==> src/rtl/psi_ro_pkg.sv <==
//------------------------------------------------------------------------------
// psi_ro_pkg
// Shared constants, oscillator state encoding and the half-period clamp
// for the PSI-controlled ring oscillator.
// Revision: 1.0
//------------------------------------------------------------------------------
`default_nettype none

package psi_ro_pkg;

  localparam int WIN_LOG2  = 8;    // duty window = 2**WIN_LOG2 clk cycles
  localparam int BASE_HALF = 260;  // half-period at psi_level = 0
  localparam int MIN_HALF  = 4;    // fastest allowed half-period
  localparam int HALF_W    = 16;   // half-period counter width

  typedef enum logic {
    IDLE = 1'b0,
    RUN  = 1'b1
  } osc_state_e;

  // Half-period shrinks by one clk per level step, clamped at min_half.
  // Signed int arithmetic keeps a level above base from wrapping.
  function automatic int calc_half(input int base, input int min_half, input int level);
    int diff;
    diff = base - level;
    return (diff < min_half) ? min_half : diff;
  endfunction

endpackage

`default_nettype wire

==> src/rtl/psi_duty_meter.sv <==
//------------------------------------------------------------------------------
// psi_duty_meter
// Counts PSI high cycles over a fixed window and publishes the saturated
// count as an 8-bit level with a one-cycle valid pulse.
// Revision: 1.0
//------------------------------------------------------------------------------
`default_nettype none

module psi_duty_meter #(
  parameter int WIN_LOG2 = psi_ro_pkg::WIN_LOG2
) (
  input  logic       clk_50MHz,
  input  logic       rst,
  input  logic       PSI,
  output logic [7:0] psi_level,
  output logic       level_valid
);

  import psi_ro_pkg::*;

  localparam int SUM_W = WIN_LOG2 + 1;

  logic [WIN_LOG2-1:0] cyc_cnt_q;
  logic [SUM_W-1:0]    hi_cnt_q;
  logic [SUM_W-1:0]    sum_d;
  logic [7:0]          level_q;
  logic                valid_q;

  // The final window sample is folded in combinationally so it is counted.
  assign sum_d = hi_cnt_q + SUM_W'(PSI);

  // Window accumulation, saturated publish and counter restart.
  always_ff @(posedge clk_50MHz) begin
    if (!rst) begin
      cyc_cnt_q <= '0;
      hi_cnt_q  <= '0;
      level_q   <= 8'd0;
      valid_q   <= 1'b0;
    end else if (&cyc_cnt_q) begin
      level_q   <= (32'(sum_d) > 32'd255) ? 8'hFF : 8'(sum_d);
      valid_q   <= 1'b1;
      cyc_cnt_q <= '0;
      hi_cnt_q  <= '0;
    end else begin
      valid_q   <= 1'b0;
      cyc_cnt_q <= cyc_cnt_q + WIN_LOG2'(1);
      hi_cnt_q  <= sum_d;
    end
  end

  assign psi_level   = level_q;
  assign level_valid = valid_q;

endmodule

`default_nettype wire

==> src/rtl/psi_controlled_ro.sv <==
//------------------------------------------------------------------------------
// psi_controlled_ro
// Supply-controlled ring oscillator model: PSI duty sets the level, the
// level sets the half-period of a glitch-free square wave on ro_out.
// Revision: 1.0
//------------------------------------------------------------------------------
`default_nettype none

module psi_controlled_ro #(
  parameter int WIN_LOG2  = psi_ro_pkg::WIN_LOG2,
  parameter int BASE_HALF = psi_ro_pkg::BASE_HALF,
  parameter int MIN_HALF  = psi_ro_pkg::MIN_HALF,
  parameter int HALF_W    = psi_ro_pkg::HALF_W
) (
  input  logic              clk_50MHz,
  input  logic              rst,
  input  logic              ring_on,
  input  logic              PSI,
  output logic              ro_out,
  output logic [7:0]        psi_level,
  output logic              level_valid,
  output logic [HALF_W-1:0] half_period
);

  import psi_ro_pkg::*;

  localparam logic [HALF_W-1:0] ONE = HALF_W'(1);

  osc_state_e        state_q;
  logic [HALF_W-1:0] cnt_q;
  logic [HALF_W-1:0] half_q;
  logic [HALF_W-1:0] half_eff_d;
  logic              ro_q;
  logic [7:0]        level_w;
  logic              valid_w;

  psi_duty_meter #(
    .WIN_LOG2    (WIN_LOG2)
  ) u_meter (
    .clk_50MHz   (clk_50MHz),
    .rst         (rst),
    .PSI         (PSI),
    .psi_level   (level_w),
    .level_valid (valid_w)
  );

  // Uses the registered level, so a same-edge level update waits one reload.
  assign half_eff_d = HALF_W'(calc_half(BASE_HALF, MIN_HALF, {24'd0, level_w}));

  // Oscillator FSM: new half-periods are taken only at a reload.
  always_ff @(posedge clk_50MHz) begin
    if (!rst) begin
      state_q <= IDLE;
      cnt_q   <= '0;
      half_q  <= HALF_W'(BASE_HALF);
      ro_q    <= 1'b0;
    end else begin
      case (state_q)
        IDLE: begin
          ro_q <= 1'b0;
          if (ring_on) begin
            state_q <= RUN;
            cnt_q   <= half_eff_d - ONE;
            half_q  <= half_eff_d;
          end
        end
        RUN: begin
          if (!ring_on) begin
            state_q <= IDLE;
            ro_q    <= 1'b0;
          end else if (cnt_q == '0) begin
            ro_q    <= ~ro_q;
            cnt_q   <= half_eff_d - ONE;
            half_q  <= half_eff_d;
          end else begin
            cnt_q   <= cnt_q - ONE;
          end
        end
        default: begin
          state_q <= IDLE;
          ro_q    <= 1'b0;
        end
      endcase
    end
  end

  assign ro_out      = ro_q;
  assign psi_level   = level_w;
  assign level_valid = valid_w;
  assign half_period = half_q;

endmodule

`default_nettype wire

==> config.mk <==
export PLATFORM = sky130hd
export DESIGN_NAME = psi_controlled_ro
export DESIGN_NICKNAME = d
export VERILOG_FILES = /design/src/rtl/psi_ro_pkg.sv /design/src/rtl/psi_duty_meter.sv /design/src/rtl/psi_controlled_ro.sv
export SDC_FILE = /design/constraint.sdc
export NUM_CORES = 1
export LEC_CHECK = 0
export CORE_ASPECT_RATIO = 1.1
export CORE_MARGIN = 2
export CORE_UTILIZATION = 30
export CTS_CLUSTER_SIZE = 20
export DETAILED_ROUTE_END_ITERATION = 8
export PLACE_DENSITY = 0.57
export SETUP_SLACK_MARGIN = 0.5
export SYNTH_ARGS = -nofsm -noshare
export SYNTH_HDL_FRONTEND = slang
export SYNTH_SLANG_ARGS = --single-unit
==> constraint.sdc <==
create_clock -name clk_50MHz -period 4.8 [get_ports clk_50MHz]
set_clock_uncertainty 0.1 [all_clocks]
set_input_delay 0.96 -clock clk_50MHz [delete_from_list [all_inputs] [get_ports clk_50MHz]]
set_output_delay 0.96 -clock clk_50MHz [all_outputs]
set_load 0.01 [all_outputs]
== Word level (Yosys, flattened, before mapping) ==
Index checks and enable logic that the tools add are counted.

* Register bits after elaboration: 60
* Latch bits: 0
* RAM bits: 0
* Memory bits (read-only): 0
* Input bits: 4
* Output and inout port bits: 26
* Logic and storage cells: 42
* Memories kept: 0

* Add/subtract/negate cells: 5
* Multipliers: 0
* Div/mod/pow operators: 0
* Order comparisons: 2
* Equality and inequality tests: 4
* Shift-type cells: 0
* Multiplexer cells: 15
* Bitwise gates (word level): 3
* Reduce and logical (&&, ||, !) cells: 5

{| class="wikitable"
|+ Operators with widths
! kind !! number
|-
| $mux 16 || 7
|-
| $pmux 16 s2 || 2
|-
| $sub 16x1->16 const B || 2
|-
| $logic_not 16->1 || 1
|-
| $lt 10x4->1 const B || 1
|-
| $sub 9x8->10 const A || 1
|-
| $add 9x1->9 || 1
|-
| $gt 9x8->1 const B || 1
|-
| $add 8x1->8 const B || 1
|-
| $mux 8 || 1
|-
| $reduce_and 8->1 || 1
|-
| $mux 1 || 4
|-
| $ne 2x2->1 const B || 2
|-
| $ne 3x2->1 const B || 1
|-
| $not 1->1 || 3
|-
| $reduce_and 3->1 || 1
|-
| $ne 2x1->1 const B || 1
|-
| $pmux 1 s2 || 1
|-
| $reduce_and 2->1 || 1
|-
| $reduce_or 2->1 || 1
|}

== Longest topological paths before layout ==
* Depth in word-level cells: 7
* Mapped depth: 16
* Mapped depth without buffers: 13

== By module ==
A second synthesis with hierarchy kept.

* Cell total of the unflattened synthesis: 345
* Area total of the unflattened synthesis: 2845.2 um^2

{| class="wikitable"
|+ Modules (own cells, without submodules)
! module !! instances !! cells an instance !! area each (um^2) !! sequential area each (um^2)
|-
| psi_controlled_ro || 1 || 234 || 1799.2 || 540.5
|-
| psi_duty_meter || 1 || 111 || 1046.0 || 520.5
|}

== Worst setup path before layout ==
Ideal clock, no wire load.

* Kind: reg-to-reg
* From: register u_meter.level_q[0], in the netlist u_meter.psi_level[0]
* To: register cnt_q[4]
* Setup time: 0.134 ns
* Arrival time: 2.601 ns
* Data required time: 4.566 ns
* Setup slack: 1.965 ns
* Stages on the path, launching flop included: 17
* Buffers on the path: 3
* Period minus slack after synthesis: 2.835 ns
* Cells stage by stage: dfxtp_1 > buf_2 > inv_1 > ha_1 > buf_2 > nor2b_1 > clkbuf_1 > nand3b_4 > a21oi_2 > nand2_1 > nand2_1 > ha_1 > nand2b_1 > a211oi_1 > nor3_1 > a21oi_1 > a31oi_1

* Longest elaborated chain between the ends: 7
* Elaborated cells on any way between the ends: 8
* Those cells by class: 2 x add/sub; 1 x order compare; 5 x mux

{| class="wikitable"
|+ RTL lines
! what !! line !! RTL
|-
| start, declared || psi_duty_meter.sv:26 || <nowiki>logic [7:0] level_q;</nowiki>
|-
| start signal, assigned || psi_duty_meter.sv:40 || <nowiki>level_q <= (32'(sum_d) > 32'd255) ? 8'hFF : 8'(sum_d);</nowiki>
|-
| $sub 9x8->10 (*) || psi_ro_pkg.sv:25 || <nowiki>diff = base - level;</nowiki>
|-
| $lt 10x4->1 || psi_ro_pkg.sv:26 || <nowiki>return (diff < min_half) ? min_half : diff;</nowiki>
|-
| $mux 16 (*) || psi_ro_pkg.sv:26 ||
|-
| $sub 16x1->16 (*) || psi_controlled_ro.sv:63, psi_controlled_ro.sv:73 ||
|-
| $mux 16 || psi_controlled_ro.sv:71 || <nowiki>end else if (cnt_q == '0) begin</nowiki>
|-
| $mux 16 || psi_controlled_ro.sv:68 || <nowiki>if (!ring_on) begin</nowiki>
|-
| $pmux 16 s2 (*) || psi_controlled_ro.sv:58 || <nowiki>case (state_q)</nowiki>
|-
| end signal, assigned || psi_controlled_ro.sv:63 || <nowiki>cnt_q <= half_eff_d - ONE;</nowiki>
|-
| end signal, assigned || psi_controlled_ro.sv:73 || <nowiki>cnt_q <= half_eff_d - ONE;</nowiki>
|-
| end signal, assigned || psi_controlled_ro.sv:76 || <nowiki>cnt_q <= cnt_q - ONE;</nowiki>
|-
| end, declared || psi_controlled_ro.sv:30 || <nowiki>logic [HALF_W-1:0] cnt_q;</nowiki>
|}

Every way passes the cells marked *; elsewhere a longest branch is shown, timed or not. The select of a mux whose other input is x is not followed.
A chain may end at the register's enable or synchronous reset.

== Final worst setup path ==
Same ends and word-level chain as after synthesis.

==> qor.txt <==
status - finished, final reports clean
area grow syn2layout - 11.2%
post-layout util - 34.3%
routability cong. - 0.797
DP HPWL - 4920 µm
WP data arrival - 3.34 ns
register bit total from synthesis - 53
TNS Setup - 0 ns
CP endpoint kind - register
P_int - 609 µW
Syn Area/Cell - 8.14 µm²
CTS sink cnt - 53
max-slew violations - 0
post-synthesis sequential area ratio - 36.6%
hold path cells - 2
hold_ws - 0.366 ns
post-synthesis cell area - 2900 µm²
initial drt markers - 100
hold path startpoint - half_period[1]
via count - 2,458
Buffers on Ports - 22
Logic pwr share - 13.8%
fmax - 306 MHz
# diodes - 0
Post-CTS Resized - 0
die height - 107 µm
Synth Instances - 356
FFs w/ async S/R, synth - 0%
die width - 97.7 µm
synth warn - 0
largest net degree at the start of global routing - 22
WP data required - 4.88 ns
Hold Vio Cnt, Final - 0
Max transition margin - 45.6%
worst flop-to-flop path startpoint - u_meter.psi_level[0]
final WL - 6640 µm
Most used DFF post-synth - dfxtp_1
Tot Pwr - 863 µW
RSZ-0062 raised after global routing - false
clock power share - 31.7%
total track usage - 12.8%
CTS clk-pin slew, worst paths - 0.11 ns
gr ovfl total - 0
Nets - 373
initial antenna violation count - 0
post-synth top area cell - dfxtp_1
VDD IR max - 0.000146 V
crit path max fanout - 13
leakage - 0.00116 µW
htree depth - 2
Final Critical Period - 3.27 ns
number of synthesized flops with an enable pin - 0
Synth area leaders - dfxtp_1 (37%), nor2_1 (6.3%), xor2_1 (4.8%)
Longest Clk Path Bufs - 2
Starting Density - 30.8%
Via density - 5.12
worst setup path class - reg -> reg
Hold EP - half_period[1]
global-route wire length before repair - 11,000 µm
hold buffer count at cts - 0
Reg2Reg Depth - 13
Core Area - 9400 µm²
die area - 10,500 µm²
pwr dens - 268 nW/µm²
DRT Pass-1 Iters - 4
final period utilization - 68.0%
Psw - 254 µW
final setup vio count - 0
Ports - 30
CTS tree - done
DP Area - 3130 µm²
vias in the first global route - 2,256
proportion of layout cells with a drive suffix above 1 - 6.34%
FF-to-FF End - cnt_q[4]
distinct cell type count after synthesis - 60
WL per Instance - 13.8 µm
num rows - 37
Sw Share - 29.4%
clock root buffer - clkbuf_8
total CTS buffers - 5
Reg power frac - 54.5%
fin area - 3220 µm²
Post-CTS Setup Bufs - 0
critical path launch point type - register
share of the synthesized area in the top cell type - 36.6%
Routed Antenna Nets - 0
fillers - 1,013
drt drc - 0
max-cap violations - 0
Least-Margin Pin Slew - 0.808 ns
HP Class - reg -> reg
clk_lat worst skew - 0.32 ns
R2R setup slack - 1.53 ns
worst max-delay path by stage:
stage / start / to / slack, ns / cells past startpoint
finish: u_meter.psi_level[0] / cnt_q[4] / 1.53 / 13
global route: u_meter.psi_level[0] / cnt_q[4] / 1.23 / 13
CTS: u_meter.psi_level[0] / cnt_q[4] / 1.51 / 13
detailed placement: u_meter.psi_level[0] / cnt_q[4] / 1.52 / 13
global placement: u_meter.psi_level[0] / cnt_q[4] / 1.57 / 13
floorplan: u_meter.psi_level[0] / cnt_q[4] / 1.96 / 16
layer usage:
metal	GRT usage [%]	up-vias	routed length, µm
li1	-	1258	-
met1	16.4	1146	3140
met2	21.6	43	3190
met3	2.74	11	203
met4	4.07	0	102
met5	0	-	0
through the flow:
| step | cells | setup slack (ns) |
|---|---|---|
| after floorplan | 362 | 1.96 |
| after global placement | 472 | 1.57 |
| after detailed placement | 472 | 1.52 |
| after CTS | 480 | 1.51 |
| after global routing | 480 | 1.23 |
| final | 480 | 1.53 |
registers in the layout, indices dropped and copies added (netlist names):
signal               cells
state_q                  1
ro_out                   1
u_meter.level_valid      1
half_period              9
u_meter.psi_level        8
cnt_q                   16
u_meter.hi_cnt_q         9
u_meter.cyc_cnt_q        8
synth_stat cells (all sizes together), types with 2 or more instances:
master  count
inv        11
nand4       6
buf        17
nand2      27
dfxtp      53
o21a        2
a21boi      2
clkbuf     12
or4         2
ha          7
a221oi      5
o31ai       2
o22ai       2
nor3       10
nand2b      2
nor2b       4
nor2       50
or2         2
o21ai      18
o211ai      5
a31oi       9
xnor2      11
nor4       10
a211oi      3
and2        5
a21o        3
or3         2
and3        4
xor2       16
nand3      18
a21oi      21
power groups by stage:
stage                     Sequential [µW]  Combinational [µW]  Clock, µW
final                                 471                 119        274
after CTS                             470                 119        286
after detailed placement              480                 119          0
after global routing                  473                 133        298
after global placement                480                 118          0
after floorplan                       477                 100          0
cells in the final DEF (no fill, tap or decap), types with 3 or more instances in the layout:
cell             count
ha_1                 7
clkbuf_8             5
inv_1               11
a221oi_1             4
nand4_1              6
a31oi_1              9
xnor2_1             11
nand3_1             17
nand2_1             27
nor2_1              49
o211ai_1             5
a21o_1               3
conb_1               7
nor2b_1              4
dfxtp_1             53
o21ai_0             16
xor2_1              16
nor3_1               9
and3_1               4
nor4_1               8
and2_1               4
clkdlybuf4s50_1     22
a21oi_1             20
final cells by class:
| class | count | area (µm²) | area share, % |
|---|---|---|---|
| multi-input cells | 269 | 1660 | 51.4 |
| flip-flops and latches | 53 | 1060 | 32.9 |
| repair buffers | 22 | 220 | 6.83 |
| well taps | 117 | 146 | 4.54 |
| clock buffers | 5 | 68.8 | 2.13 |
| inverters | 11 | 41.3 | 1.28 |
| clock inverters | 3 | 28.8 | 0.893 |
critical path, stage by stage, from the launching register on:
cell and delay [ns]:
dfxtp_1 0.59, inv_1 0.12, ha_1 0.33, nor2b_1 0.49, nand3b_4 0.14, a21oi_2 0.20
nand2_1 0.14, nand2_1 0.10, ha_1 0.29, nand2b_1 0.08, a211oi_1 0.23, nor3_1 0.08
a21oi_1 0.14, a31oi_1 0.09
kinds of logic (layout without fill, tap and decap cells):
group           after synthesis  count (layout)  share of synthesized area (%)
simple gates                147             147                           26.3
compound gates               80              80                           18.4
flops                        53              53                           36.6
buf+inv                      40              41                           6.99
xor+xnor                     27              27                           8.16
fa+ha+maj                     7               7                           3.02
other cells                   1               7                          0.129
mux                           1               1                          0.345
No activity file was read; power rests on OpenSTA's default activity.
